==> src/rtl/minibyte_ctrl_if.sv <==
// Control bundle between the minibyte sequencer (master) and the datapath (slave).
// Carries the memory read bus, the branch condition inputs and every control strobe.
interface minibyte_ctrl_if;
  logic [7:0] data_in;
  logic       br_zero_in;
  logic       br_negative_in;
  logic       ctrl_set_a_out;
  logic       ctrl_set_m_out;
  logic       ctrl_set_pc_out;
  logic       ctrl_inc_pc_out;
  logic       ctrl_addr_mux_out;
  logic [2:0] ctrl_alu_op_out;
  logic       ctrl_we_out;
  logic       halted_out;

  modport master (
    input  data_in, br_zero_in, br_negative_in,
    output ctrl_set_a_out, ctrl_set_m_out, ctrl_set_pc_out, ctrl_inc_pc_out,
           ctrl_addr_mux_out, ctrl_alu_op_out, ctrl_we_out, halted_out
  );

  modport slave (
    output data_in, br_zero_in, br_negative_in,
    input  ctrl_set_a_out, ctrl_set_m_out, ctrl_set_pc_out, ctrl_inc_pc_out,
           ctrl_addr_mux_out, ctrl_alu_op_out, ctrl_we_out, halted_out
  );
endinterface

==> src/rtl/minibyte_ctrl.sv <==
// minibyte instruction sequencer: FETCH/EXEC/HALT FSM, opcode decode and Z/N flags.
// All strobes are combinational from state, opcode and flags; reset forces them low.
module minibyte_ctrl (
  input  logic                 clk_in,
  input  logic                 rst_in,
  minibyte_ctrl_if.master      bus
);

  localparam logic [1:0] ST_FETCH = 2'b00;
  localparam logic [1:0] ST_EXEC  = 2'b01;
  localparam logic [1:0] ST_HALT  = 2'b10;

  localparam logic [3:0] OP_NOP = 4'h0;
  localparam logic [3:0] OP_LDI = 4'h1;
  localparam logic [3:0] OP_LDM = 4'h2;
  localparam logic [3:0] OP_LDA = 4'h3;
  localparam logic [3:0] OP_STA = 4'h4;
  localparam logic [3:0] OP_ADD = 4'h5;
  localparam logic [3:0] OP_SUB = 4'h6;
  localparam logic [3:0] OP_AND = 4'h7;
  localparam logic [3:0] OP_OR  = 4'h8;
  localparam logic [3:0] OP_XOR = 4'h9;
  localparam logic [3:0] OP_JMP = 4'hA;
  localparam logic [3:0] OP_BZ  = 4'hB;
  localparam logic [3:0] OP_BN  = 4'hC;
  localparam logic [3:0] OP_HLT = 4'hF;

  localparam logic [2:0] ALU_PASS_B = 3'b000;
  localparam logic [2:0] ALU_ADD    = 3'b001;
  localparam logic [2:0] ALU_SUB    = 3'b010;
  localparam logic [2:0] ALU_AND    = 3'b011;
  localparam logic [2:0] ALU_OR     = 3'b100;
  localparam logic [2:0] ALU_XOR    = 3'b101;
  localparam logic [2:0] ALU_PASS_A = 3'b110;

  logic [1:0] state, state_next;
  // Low nibble of the instruction byte is never decoded, so only the opcode field is held.
  logic [3:0] ir_op;
  logic       z_flag, n_flag;

  logic       set_a, set_m, set_pc, inc_pc, addr_mux, we, halted;
  logic [2:0] alu_op;

  always_comb begin
    set_a    = 1'b0;
    set_m    = 1'b0;
    set_pc   = 1'b0;
    inc_pc   = 1'b0;
    addr_mux = 1'b0;
    alu_op   = ALU_PASS_B;
    we       = 1'b0;
    halted   = 1'b0;
    if (!rst_in) begin
      case (state)
        ST_FETCH: inc_pc = 1'b1;
        ST_EXEC: begin
          case (ir_op)
            OP_LDI: begin set_a = 1'b1; inc_pc = 1'b1; end
            OP_LDM: begin set_m = 1'b1; inc_pc = 1'b1; end
            OP_LDA: begin addr_mux = 1'b1; set_a = 1'b1; end
            OP_STA: begin addr_mux = 1'b1; alu_op = ALU_PASS_A; we = 1'b1; end
            OP_ADD: begin addr_mux = 1'b1; alu_op = ALU_ADD; set_a = 1'b1; end
            OP_SUB: begin addr_mux = 1'b1; alu_op = ALU_SUB; set_a = 1'b1; end
            OP_AND: begin addr_mux = 1'b1; alu_op = ALU_AND; set_a = 1'b1; end
            OP_OR:  begin addr_mux = 1'b1; alu_op = ALU_OR;  set_a = 1'b1; end
            OP_XOR: begin addr_mux = 1'b1; alu_op = ALU_XOR; set_a = 1'b1; end
            OP_JMP: set_pc = 1'b1;
            OP_BZ: begin
              set_pc = z_flag;
              inc_pc = !z_flag;
            end
            OP_BN: begin
              set_pc = n_flag;
              inc_pc = !n_flag;
            end
            default: ; // NOP, reserved 0xD/0xE and HLT drive no strobes
          endcase
        end
        ST_HALT: halted = 1'b1;
        default: ;
      endcase
    end
  end

  always_comb begin
    state_next = ST_FETCH;
    case (state)
      ST_FETCH: state_next = ST_EXEC;
      ST_EXEC:  state_next = (ir_op == OP_HLT) ? ST_HALT : ST_FETCH;
      ST_HALT:  state_next = ST_HALT;
      default:  state_next = ST_FETCH;
    endcase
  end

  always_ff @(posedge clk_in) begin
    if (rst_in) begin
      state  <= ST_FETCH;
      ir_op  <= OP_NOP;
      z_flag <= 1'b0;
      n_flag <= 1'b0;
    end else begin
      state <= state_next;
      if (state == ST_FETCH)
        ir_op <= bus.data_in[7:4];
      if (set_a) begin
        z_flag <= bus.br_zero_in;
        n_flag <= bus.br_negative_in;
      end
    end
  end

  assign bus.ctrl_set_a_out    = set_a;
  assign bus.ctrl_set_m_out    = set_m;
  assign bus.ctrl_set_pc_out   = set_pc;
  assign bus.ctrl_inc_pc_out   = inc_pc;
  assign bus.ctrl_addr_mux_out = addr_mux;
  assign bus.ctrl_alu_op_out   = alu_op;
  assign bus.ctrl_we_out       = we;
  assign bus.halted_out        = halted;

endmodule

==> src/flat_wrapper.sv <==
// flat-port wrapper written by rule: the top's interface ports become plain ports
module minibyte_ctrl_flat 
  (clk_in, rst_in, bus_data_in, bus_br_zero_in, bus_br_negative_in, bus_ctrl_set_a_out, bus_ctrl_set_m_out, bus_ctrl_set_pc_out, bus_ctrl_inc_pc_out, bus_ctrl_addr_mux_out, bus_ctrl_alu_op_out, bus_ctrl_we_out, bus_halted_out);
  minibyte_ctrl_if bus_i ();
  input  logic clk_in;
  input  logic rst_in;
  input wire logic [$bits(bus_i.data_in)-1:0] bus_data_in;
  input wire logic [$bits(bus_i.br_zero_in)-1:0] bus_br_zero_in;
  input wire logic [$bits(bus_i.br_negative_in)-1:0] bus_br_negative_in;
  output wire logic [$bits(bus_i.ctrl_set_a_out)-1:0] bus_ctrl_set_a_out;
  output wire logic [$bits(bus_i.ctrl_set_m_out)-1:0] bus_ctrl_set_m_out;
  output wire logic [$bits(bus_i.ctrl_set_pc_out)-1:0] bus_ctrl_set_pc_out;
  output wire logic [$bits(bus_i.ctrl_inc_pc_out)-1:0] bus_ctrl_inc_pc_out;
  output wire logic [$bits(bus_i.ctrl_addr_mux_out)-1:0] bus_ctrl_addr_mux_out;
  output wire logic [$bits(bus_i.ctrl_alu_op_out)-1:0] bus_ctrl_alu_op_out;
  output wire logic [$bits(bus_i.ctrl_we_out)-1:0] bus_ctrl_we_out;
  output wire logic [$bits(bus_i.halted_out)-1:0] bus_halted_out;
  assign bus_i.data_in = bus_data_in;
  assign bus_i.br_zero_in = bus_br_zero_in;
  assign bus_i.br_negative_in = bus_br_negative_in;
  assign bus_ctrl_set_a_out = bus_i.ctrl_set_a_out;
  assign bus_ctrl_set_m_out = bus_i.ctrl_set_m_out;
  assign bus_ctrl_set_pc_out = bus_i.ctrl_set_pc_out;
  assign bus_ctrl_inc_pc_out = bus_i.ctrl_inc_pc_out;
  assign bus_ctrl_addr_mux_out = bus_i.ctrl_addr_mux_out;
  assign bus_ctrl_alu_op_out = bus_i.ctrl_alu_op_out;
  assign bus_ctrl_we_out = bus_i.ctrl_we_out;
  assign bus_halted_out = bus_i.halted_out;
  minibyte_ctrl u_core (.clk_in(clk_in), .rst_in(rst_in), .bus(bus_i));
endmodule
==> config.mk <==
export PLATFORM = sky130hd
export DESIGN_NAME = minibyte_ctrl_flat
export DESIGN_NICKNAME = d
export VERILOG_FILES = /design/src/rtl/minibyte_ctrl_if.sv /design/src/rtl/minibyte_ctrl.sv /design/src/flat_wrapper.sv
export SDC_FILE = /design/constraint.sdc
export NUM_CORES = 1
export LEC_CHECK = 0
export CORE_MARGIN = 2
export CORE_UTILIZATION = 45
export DETAILED_ROUTE_END_ITERATION = 16
export PLACE_DENSITY_LB_ADDON = 0.15
export SYNTH_ARGS = -nofsm -noshare
export SYNTH_HDL_FRONTEND = slang
export SYNTH_SLANG_ARGS = --single-unit
==> constraint.sdc <==
create_clock -name clk_in -period 3.5 [get_ports clk_in]
set_clock_uncertainty 0.15 [all_clocks]
set_input_delay 1.05 -clock clk_in [delete_from_list [all_inputs] [get_ports clk_in]]
set_output_delay 1.05 -clock clk_in [all_outputs]
set_load 0.1 [all_outputs]
[Word-level counts from Yosys, hierarchy flattened]
Cells that the tools add are included.
Word-level totals
  output and inout bits: 10
  memory bits (writable): 0
  bits in read-only memories: 0
  latch bits: 0
  memories kept: 0
  logic and storage cells: 50
  bits of input ports: 12
  register bits after elaboration: 8
Operators by class
  divide/modulo/power cells: 0
  order comparisons: 0
  shift-type cells: 0
  multipliers: 0
  reductions and logical operators: 6
  bitwise operators: 0
  equality and inequality tests: 15
  add/sub/neg operators: 0
  muxes and demuxes: 25
Operator list (number)
  $eq 4x4->1 const B: 6
  $pmux 3 s6: 1
  $mux 1: 17
  $eq 4x3->1 const B: 4
  $reduce_or 7->1: 2
  $eq 4x2->1 const B: 2
  $mux 3: 2
  $pmux 1 s3: 2
  $pmux 2 s3: 1
  $eq 4x1->1 const B: 1
  $eq 2x1->1 const B: 1
  $eq 2x2->1 const B: 1
  $logic_not 1->1: 2
  $logic_not 2->1: 1
  $mux 2: 1
  $pmux 1 s2: 1
  $reduce_or 2->1: 1

[Longest topological paths before layout]
  depth in word-level cells: 5
  gate-level depth with buffers: 4

[Worst setup path before layout]
OpenSTA, ideal clock, no wires.
  path type: in2out
  from: input port rst_in
  to: output port bus_ctrl_alu_op_out[2]
  arrival: 4.493 ns
  stages: 4
  slack: -2.193 ns
  cell sequence: buf_2 nor2_1 nand2_1 o41ai_1
On the way
  word-level cells in the longest chain between the ends: 1
RTL lines
  from (decl): RTL line flat_wrapper.sv:6  | input logic rst_in;
  $mux 3: RTL line minibyte_ctrl.sv:53  | if (!rst_in) begin
  to (decl): RTL line flat_wrapper.sv:15  | output wire logic [$bits(bus_i.ctrl_alu_op_out)-1:0] bus_ctrl_alu_op_out;
Every way passes these cells.

[Worst setup path after layout]
  from: input port rst_in
  to: output port bus_ctrl_set_a_out
On the way
  word-level cells in the longest chain between the ends: 1
RTL lines
  $mux 1: RTL line minibyte_ctrl.sv:53
  to (decl): RTL line flat_wrapper.sv:10  | output wire logic [$bits(bus_i.ctrl_set_a_out)-1:0] bus_ctrl_set_a_out;
Every way passes these cells.

==> results.toml <==
[run_status]
status = "completed"

[critical_path]
worstSetupEndpointType = "output port"
crit_path_max_fanout = 5
rrSetupSlack_ns = 1.52
cp.arrival_ns = 2.21
reg2regPathDepth = 4
crit_type = "in2out"
worstPathRequired_ns = 2.30
r2r-end = "u_core.z_flag"
rr_startpoint = "u_core.ir_op[3]"
cp-start-kind = "input pin"

[floorplan]
start_util_pct = 47.0
core_area_um2 = 1250
io_pins = 22
dieArea_um2 = 1610
rows = 13
dieHeight_um = 40.2
fp.dieW_um = 40.2

[route]
first_iter_violations = 10
routed_wl_mm = 1.35
vias = 578
drtPass1Iterations = 4
via_per_inst = 5.45
wl_per_cell_um = 12.8
route.detailed.drc = 0
detail-route-antenna-nets = 0

[clock_network]
post_cts_buffers = 0
htree_levels = 1
cts_resized = 1
hold_buffers = 0
clock-sinks = 8
clock_latency_ns = 0.25
cts_tree = "yes"
clockBufferDepth = 2
root_buffer = "clkbuf_4"
clk_pin_slew_ns = 0.05
numCtsBuffers = 3

[placement]
port_buffers = 17
dp_slack_ns = -0.168
dpl.hpwl_um = 954
gp_congestion = 0.732
placedCellCount = 103

[cells_and_area]
fin_cells = 106
n_fill_cell = 78
mostFrequentLayoutCells = "10 x buf_12, 8 x dfxtp_1, 7 x nand2_1"
mostFrequentLayoutCell = "buf_12"
drive_above_1_share_pct = 39.6
utilization_pct = 78.6
diodes = 0
nets = 105
area_growth_pct = 67.4

[pwr]
irDropWorstVdd_mv = 0.237
p_leak_nw = 0.392
power.density_nw_per_um2 = 269

[timing]
min_period_ns = 3.41
setup_viol = 0
setup_ws_ns = 0.0941
finalSetupTns_ns = 0
worstMarginPinSlew_ns = 0.628
rsz0062_at_grt = "false"
fmax_ghz = 0.294
relSlewSlack_pct = 58.1
slew_violations = 0
hold-worst-slack_ns = 0.508
hold_viol = 0
fin_crit_sh_pct = 97.3

[hold_path]
holdPathStages = 2
holdCritStartpoint = "u_core.n_flag"
hp-class = "reg2reg"
holdPathEnd = "u_core.n_flag"

[flow_run]
cap_viol_max_count = 0

[global_routing]
grt_pass1_wl_mm = 2.03
grt_pass1_vias = 469
overflow = 0
grt_max_degree = 15
grt_antenna_before_repair = 0
grt.total_usage_pct = 19.6

[synth]
synth.distinct_cells = 29
synth_cells = 72
ys_ff_latch = 8
yosysWarnings = 0
synth_area_leaders = "dfxtp_1 27%, nor3b_2 6.4%, a21oi_1 6.0%"
synth_top_area_share_pct = 27.2
synth_nets = 84
yosys.area.top_type = "dfxtp_1"
yosysSeqAreaShare_pct = 27.2
syn_area_um2 = 588
synth.avg_cell_area_um2 = 8.17
## worst max-delay path, cell delays in order
cell and delay [ns]:
dlygate4sd2_1 0.39, nor3b_2 0.09, buf_4 0.16, a22oi_2 0.23, inv_1 0.11, buf_12 0.17
## metrics by stage
step / power [mW] / area [um2]
global route: 0.275 / 985
CTS: 0.268 / 985
detailed placement: 0.197 / 963
floorplan: 0.169 / 687
global placement: 0.195 / 963
finish: 0.264 / 985
## how the worst max path moves through the flow
stage / startpoint / endpoint / slack [ns] / depth (start not counted)
after CTS: rst_in / bus_ctrl_alu_op_out[2] / 0.09 / 5
after global placement: rst_in / bus_ctrl_alu_op_out[2] / -0.16 / 5
after detailed placement: rst_in / bus_ctrl_alu_op_out[2] / -0.17 / 5
after global routing: rst_in / bus_ctrl_set_m_out / 0.04 / 6
after floorplan: rst_in / bus_ctrl_alu_op_out[2] / -0.20 / 4
final: rst_in / bus_ctrl_set_a_out / 0.09 / 6
## logic make-up (layout without fill, tap and decap cells)
group	count (synthesis)	after routing	share of synthesized area, %
mux	2	2	5.11
flops	8	8	27.2
compound gates	20	20	21.7
simple gates	33	33	37.4
buf+inv	9	28	8.51
## synth_stat cells, drive strengths merged
cell type and instances:
o21bai 2, nor4b 1, dfxtp 8, a311oi 1
a22oi 1, o21ai 5, a21o 3, and4bb 1
inv 2, nand3 1, and3b 1, nor3 1
nor2b 3, nand2 8, o41ai 1, and3 1
nor3b 4, nor4 2, buf 6, nor2 5
nand3b 2, nand2b 3, a21oi 7, clkbuf 1
mux2 2
## layout make-up
| type | count | area (um2) | share of cell area (%) |
|---|---|---|---|
| sequential | 8 | 160 | 16.3 |
| timing repair buffer | 23 | 314 | 31.9 |
| multi-input combinational | 55 | 462 | 46.9 |
| clock buffer | 3 | 22.5 | 2.29 |
| inverter | 2 | 7.51 | 0.762 |
| tap | 15 | 18.8 | 1.91 |
## metal layers
layer / vias up / part of all wire, % / global-route usage, %
met5: - / 0 / 0
met4: 0 / 2.1 / 12.9
met3: 4 / 4.6 / 3.89
met2: 22 / 49 / 29.8
met1: 257 / 45 / 24.6
li1: 295 / - / -
## power breakdown
part	internal (mW)	switching (mW)
registers	0.0962	0.0166
logic	0.0384	0.0441
clock network	0.0391	0.0300
## state kept, by name, indices dropped and copies added, names as in the netlist
register and flops:
u_core.ir_op 4, u_core.state 2, u_core.n_flag 1, u_core.z_flag 1
Note: power is estimated with default switching activity, not from simulation.
